**src/rtl/dof_stage.sv**
```systemverilog
// Decode-and-operand-fetch stage: decodes IR, reads the 32x32 register file, raises hazard stalls.
// Optional macro DOF_BYPASS_EN forwards a same-cycle WB write into the operand reads.
module dof_stage #(
   parameter int WIDTH = 32
) (
   input  logic             clk,
   input  logic             reset,
   input  logic [31:0]      IR,
   input  logic [WIDTH-1:0] PC_in,
   input  logic             wb_RW,
   input  logic [4:0]       wb_DA,
   input  logic [WIDTH-1:0] wb_D,
   input  logic [1:0]       pcsrc,
   output logic             stall,
   output logic [WIDTH-1:0] A,
   output logic [WIDTH-1:0] B,
   output logic [WIDTH-1:0] PC,
   output logic             RW,
   output logic             MW,
   output logic             PS,
   output logic [4:0]       DA,
   output logic [4:0]       FS,
   output logic [4:0]       SH,
   output logic [1:0]       BS,
   output logic [1:0]       MD
);

   localparam logic [6:0] OP_ADD = 7'b0000010;
   localparam logic [6:0] OP_SUB = 7'b0000101;
   localparam logic [6:0] OP_AND = 7'b0001000;
   localparam logic [6:0] OP_OR  = 7'b0001010;
   localparam logic [6:0] OP_LSL = 7'b0001110;
   localparam logic [6:0] OP_LSR = 7'b0010000;
   localparam logic [6:0] OP_ADI = 7'b0100010;
   localparam logic [6:0] OP_LD  = 7'b0100001;
   localparam logic [6:0] OP_ST  = 7'b0000011;
   localparam logic [6:0] OP_BZ  = 7'b0100000;
   localparam logic [6:0] OP_BNZ = 7'b1100000;
   localparam logic [6:0] OP_JMP = 7'b1000100;

   typedef enum logic [1:0] {B_ZERO, B_REG, B_ZEXT, B_SEXT} bsel_t;

   logic [6:0]  op;
   logic [4:0]  dr, sa, sb;
   logic [14:0] imm;

   assign op  = IR[31:25];
   assign dr  = IR[24:20];
   assign sa  = IR[19:15];
   assign sb  = IR[14:10];
   assign imm = IR[14:0];

   logic       dec_rw, dec_mw, dec_ps, is_shift, uses_sa, uses_sb;
   logic [4:0] dec_fs;
   logic [1:0] dec_bs, dec_md;
   bsel_t      b_sel;

   always_comb begin
      dec_rw   = 1'b0;
      dec_mw   = 1'b0;
      dec_ps   = 1'b0;
      dec_fs   = 5'b00000;
      dec_bs   = 2'b00;
      dec_md   = 2'b00;
      is_shift = 1'b0;
      uses_sa  = 1'b0;
      uses_sb  = 1'b0;
      b_sel    = B_ZERO;
      case (op)
         OP_ADD: begin dec_fs = 5'b00010; b_sel = B_REG; dec_rw = 1'b1; uses_sa = 1'b1; uses_sb = 1'b1; end
         OP_SUB: begin dec_fs = 5'b00101; b_sel = B_REG; dec_rw = 1'b1; uses_sa = 1'b1; uses_sb = 1'b1; end
         OP_AND: begin dec_fs = 5'b01000; b_sel = B_REG; dec_rw = 1'b1; uses_sa = 1'b1; uses_sb = 1'b1; end
         OP_OR:  begin dec_fs = 5'b01010; b_sel = B_REG; dec_rw = 1'b1; uses_sa = 1'b1; uses_sb = 1'b1; end
         OP_LSL: begin dec_fs = 5'b10000; dec_rw = 1'b1; is_shift = 1'b1; uses_sa = 1'b1; end
         OP_LSR: begin dec_fs = 5'b10001; dec_rw = 1'b1; is_shift = 1'b1; uses_sa = 1'b1; end
         OP_ADI: begin dec_fs = 5'b00010; b_sel = B_ZEXT; dec_rw = 1'b1; uses_sa = 1'b1; end
         OP_LD:  begin dec_rw = 1'b1; dec_md = 2'b01; uses_sa = 1'b1; end
         OP_ST:  begin b_sel = B_REG; dec_mw = 1'b1; uses_sa = 1'b1; uses_sb = 1'b1; end
         OP_BZ:  begin b_sel = B_SEXT; dec_bs = 2'b01; uses_sa = 1'b1; end
         OP_BNZ: begin b_sel = B_SEXT; dec_bs = 2'b01; dec_ps = 1'b1; uses_sa = 1'b1; end
         OP_JMP: begin b_sel = B_SEXT; dec_bs = 2'b10; end
         default: ;
      endcase
   end

   logic [WIDTH-1:0] regs [32];
   logic             wb_hit_sa, wb_hit_sb;
   logic [WIDTH-1:0] rd_a, rd_b, op_b;

   assign wb_hit_sa = wb_RW && (wb_DA != 5'd0) && (wb_DA == sa);
   assign wb_hit_sb = wb_RW && (wb_DA != 5'd0) && (wb_DA == sb);

   // R0 is hardwired to zero on reads regardless of what was attempted to be written there.
   always_comb begin
      rd_a = (sa == 5'd0) ? '0 : regs[sa];
      rd_b = (sb == 5'd0) ? '0 : regs[sb];
`ifdef DOF_BYPASS_EN
      if (wb_hit_sa) rd_a = wb_D;
      if (wb_hit_sb) rd_b = wb_D;
`endif
      case (b_sel)
         B_REG:   op_b = rd_b;
         B_ZEXT:  op_b = {{(WIDTH-15){1'b0}}, imm};
         B_SEXT:  op_b = {{(WIDTH-15){imm[14]}}, imm};
         default: op_b = '0;
      endcase
   end

   logic ex_hazard, wb_hazard, flush;

   assign ex_hazard = RW && (DA != 5'd0) &&
                      ((uses_sa && (DA == sa)) || (uses_sb && (DA == sb)));
`ifdef DOF_BYPASS_EN
   assign wb_hazard = 1'b0;
`else
   assign wb_hazard = (uses_sa && wb_hit_sa) || (uses_sb && wb_hit_sb);
`endif
   assign flush = (pcsrc != 2'b00);
   assign stall = (ex_hazard || wb_hazard) && !flush;

   always_ff @(posedge clk) begin
      if (reset) begin
         for (int i = 0; i < 32; i++) regs[i] <= '0;
      end else if (wb_RW && (wb_DA != 5'd0)) begin
         regs[wb_DA] <= wb_D;
      end
   end

   // A bubble still carries PC_in so EX sees a consistent PC for the slot.
   always_ff @(posedge clk) begin
      if (reset) begin
         A  <= '0;
         B  <= '0;
         PC <= '0;
         RW <= 1'b0;
         MW <= 1'b0;
         PS <= 1'b0;
         DA <= 5'd0;
         FS <= 5'd0;
         SH <= 5'd0;
         BS <= 2'b00;
         MD <= 2'b00;
      end else if (flush || stall) begin
         A  <= '0;
         B  <= '0;
         PC <= PC_in;
         RW <= 1'b0;
         MW <= 1'b0;
         PS <= 1'b0;
         DA <= 5'd0;
         FS <= 5'd0;
         SH <= 5'd0;
         BS <= 2'b00;
         MD <= 2'b00;
      end else begin
         A  <= rd_a;
         B  <= op_b;
         PC <= PC_in;
         RW <= dec_rw;
         MW <= dec_mw;
         PS <= dec_ps;
         DA <= dec_rw ? dr : 5'd0;
         FS <= dec_fs;
         SH <= is_shift ? IR[4:0] : 5'd0;
         BS <= dec_bs;
         MD <= dec_md;
      end
   end

endmodule
```
**config.mk**
```make
export PLATFORM = sky130hd
export DESIGN_NAME = dof_stage
export DESIGN_NICKNAME = d
export VERILOG_FILES = /design/src/rtl/dof_stage.sv
export SDC_FILE = /design/constraint.sdc
export NUM_CORES = 2
export LEC_CHECK = 0
export BUFFER_PORTS_ARGS = -buffer_cell sky130_fd_sc_hd__buf_2
export CORE_MARGIN = 3
export CORE_UTILIZATION = 39
export DETAILED_ROUTE_END_ITERATION = 10
export PLACE_DENSITY = 0.61
export SYNTH_ARGS = -nofsm -noshare
export SYNTH_HDL_FRONTEND = slang
export SYNTH_SLANG_ARGS = --single-unit
```
**constraint.sdc**
```tcl
create_clock -name clk -period 2.9 [get_ports clk]
set_clock_uncertainty 0.1 [all_clocks]
set_input_delay 0.29 -clock clk [delete_from_list [all_inputs] [get_ports clk]]
set_output_delay 0.29 -clock clk [all_outputs]
set_load 0.03 [all_outputs]
```
==> flow_metrics.tcl <==
set metrics [dict create \
    status "complete, no violations" \
    fp.dieH_um 391.0 \
    antenna_found_initial 32 \
    via_count 37700 \
    avgRoutedWirePerCell_um 34.78 \
    yosysWarnings 0 \
    start_util_pct 39.47 \
    critPathRequiredTime_ns 2.51 \
    drive_gt1_share_pct 32.87 \
    core_area_um2 146400 \
    drt-pass1-iter-count 6 \
    netlist_area_um2 57800 \
    dpl.hpwl_mm 134.5 \
    power.switching_w 0.009848 \
    rsz0062_at_grt "yes" \
    syn_inst 3692 \
    clk_latency_ns 0.76 \
    synth_enable_flop_cells 1024 \
    critPathMaxStageDelay_ns 0.69 \
    dieArea_um2 152900 \
    p_int_w 0.03011 \
    syn_to_final_growth_pct 18.28 \
    cp-end-kind "output pin" \
    setup_viol 0 \
    finalSetupTns_ns 0 \
    synthFlopType "edfxtp_1" \
    worst_pin_slew_ns 1.070 \
    maxCapViolations 0 \
    crit_arrival_ns 2.45 \
    async_flop_share_pct 0 \
    grt.overflow.total 0 \
    io_buffers 223 \
    pwr-share-comb_pct 12.0 \
    ys_seq_elements 1141 \
    dpl.cell_count 5791 \
    p_sw_share_pct 24.65 \
    ir_worst_vdd_v 0.0004860 \
    timing.slew.headroom_pct 28.63 \
    synth_largest_area_cell "edfxtp_1" \
    ctsRootBufferMaster "clkbuf_16" \
    via_per_inst 6.148 \
    cts.htree.levels 3 \
    fin_ws_ns 0.06261 \
    max_freq_ghz 0.3524 \
    finish.cell_count_without_fillers 6133 \
    place_ws_ns -0.02231 \
    p_leak_nw 24.24 \
    synth.distinct_cells 62 \
    grt_pass1_vias 37000 \
    nets 4174 \
    cp_slowest_cell "dlygate4sd3_1" \
    cts_buffers 121 \
    synth_area_leaders "edfxtp_1 53%, mux4_2 22%, and2_1 11%, dfxtp_1 4.1%, mux2i_1 2.3%" \
    grt_pass1_wl_mm 294.0 \
    worstPathCellList "buf_2, dlygate4sd3_1, nand2_1, o31a_1, o31ai_1, o2bb2ai_4, a211oi_2, buf_4" \
    fin_crit_sh_pct 97.84 \
    path_buf_inv 3 \
    io_pins 225 \
    fp-row-count 140 \
    globalplace.congestion 0.8784 \
    min_path_type "primary input to flop" \
    postRouteAntennaNets 0 \
    critical_path_class "primary input to output pin" \
    power_frac_seq_pct 48.1 \
    drtIter0Drc 5755 \
    syn_area_per_cell_um2 15.65 \
    cts_tree "yes" \
    powerDensity_nw_per_um2 584.5 \
    drc 0 \
    clkTransAtPathRegs_ns 0.07 \
    power_frac_clock_pct 39.9 \
    clock_path_buffers 3 \
    crit_fanout 9 \
    cts.sinks 1141 \
    startpoint_type "primary input" \
    netlist.area_leader.share_pct 53.20 \
    grt_util_all_layers_pct 27.74 \
    fin_crit_ns 2.837 \
    die_w_um 391.0 \
    routed_wl_mm 213.3 \
    synth-seq-area-share_pct 57.26 \
    final_max_slew_viol_count 0 \
    critical_path.top_delay_family "buffers and inverters" \
    final_hold_viol_count 0 \
    grt_max_degree 77 \
]
[flip-flops by register name, summed over array words and instances, names as in the netlist]
signal	count
RW	1
PS	1
B	32
BS	2
FS	5
SH	5
A	32
MW	1
MD	1
DA	5
regs	1024
PC	32
[final timing paths]
path                                                  end  slack, ns  cells after the start                  startpoint
worst min register to register           B[30]$_SDFF_PP0_       0.82                      3  regs[15][30]$_SDFFCE_PN0P_
worst min-delay path            regs[13][2]$_SDFFCE_PN0P_       0.05                      2                     wb_D[2]
worst max-delay path                                stall       0.06                      8                      IR[26]
worst max register to register              PS$_SDFF_PP0_       0.13                      8            DA[1]$_SDFF_PP0_
[logic make-up (layout without fill, tap and decap cells)]
| logic type | after synthesis | in the layout | share of synthesized area [%] |
|---|---|---|---|
| compound gates | 170 | 170 | 1.959 |
| xor+xnor | 20 | 20 | 0.3031 |
| buf+inv | 391 | 841 | 2.927 |
| flops | 1141 | 1141 | 57.26 |
| mux | 698 | 698 | 24.25 |
| other cells | 1 | 75 | 0.006488 |
| simple gates | 1271 | 1271 | 13.30 |
[power by group through the flow]
stage / Sequential, W / Clock [W] / Combinational, W
detailed placement: 0.0195 / 0 / 0.00468
CTS: 0.0192 / 0.0161 / 0.00476
finish: 0.0192 / 0.0159 / 0.00481
global route: 0.0193 / 0.0167 / 0.00498
floorplan: 0.0194 / 0 / 0.00270
global placement: 0.0195 / 0 / 0.00466
[what timing repair did]
item,in CTS,in global routing
resized for setup,14,5
hold endpoints to repair,119,0
hold buffers,67,0
setup endpoints to repair,1,1
pin swaps,3,4
buffers inserted,1,3
[stage by stage]
step | area, um^2 | total power [W] | utilization (%) | hold slack [ns]
global placement | 63470 | 0.02414 | 43.34 | 0.3978
global route | 68270 | 0.04095 | 46.62 | 0.05014
CTS | 68210 | 0.04004 | 46.58 | 0.003947
floorplan | 57920 | 0.02212 | - | 0.3038
detailed placement | 63470 | 0.02421 | 43.34 | 0.4021
finish | 68360 | 0.03995 | 46.68 | 0.04835
[cells in the mapped netlist, types with 7 or more instances]
library cell	n
a32oi_1	10
and2_1	1000
buf_4	21
dfxtp_1	117
buf_1	24
a21oi_1	38
buf_6	7
xor2_1	8
buf_2	74
clkbuf_1	260
xnor2_1	12
or2_2	33
nor4_1	9
nand3_1	18
mux4_2	561
a22oi_1	37
nor2_1	60
o22ai_1	36
o21ai_0	18
mux2i_1	131
or3_1	7
edfxtp_1	1024
nor2b_1	39
nand2_1	29
nor3_1	50
[routing by layer]
| metal | track usage (%) | up-vias | part of all wire, % | wire length, um |
|---|---|---|---|---|
| li1 | - | 14910 | - | - |
| met1 | 37.88 | 19720 | 38 | 81850 |
| met2 | 41.54 | 2643 | 45 | 95010 |
| met3 | 8.945 | 417 | 13 | 28300 |
| met4 | 10.17 | 12 | 3.8 | 8066 |
| met5 | 0 | - | 0.038 | 82 |
[cells in the final DEF, fill, tap and decap left out, types with 6 or more instances in the layout]
cell type / n
a21oi_1: 37
a22oi_1: 37
a32oi_1: 10
and2_1: 1000
buf_12: 83
buf_2: 214
buf_4: 238
bufinv_16: 14
clkbuf_1: 30
clkbuf_16: 123
clkbuf_8: 6
clkinv_1: 23
clkinv_2: 25
conb_1: 33
dfxtp_1: 112
diode_2: 42
dlygate4sd3_1: 66
edfxtp_1: 1024
mux2_2: 6
mux2i_1: 131
mux4_2: 561
nand2_1: 29
nand2b_1: 6
nand3_1: 18
nor2_1: 27
nor2_4: 33
nor2b_1: 38
nor3_1: 50
nor4_1: 8
o21ai_0: 18
o22ai_1: 36
or2_2: 33
or3_1: 7
xnor2_1: 9
xor2_1: 8
[area by class of cell]
class,count,area [um^2]
sequential,1141,33110
fill,12560,78080
clock inverter,70,738.2
multi-input combinational,2192,23450
timing repair buffer,607,5264
clock buffer,159,3273
antenna,42,105.1
tap,1917,2399
inverter,5,21.27
(Power assumes the default switching activity.)
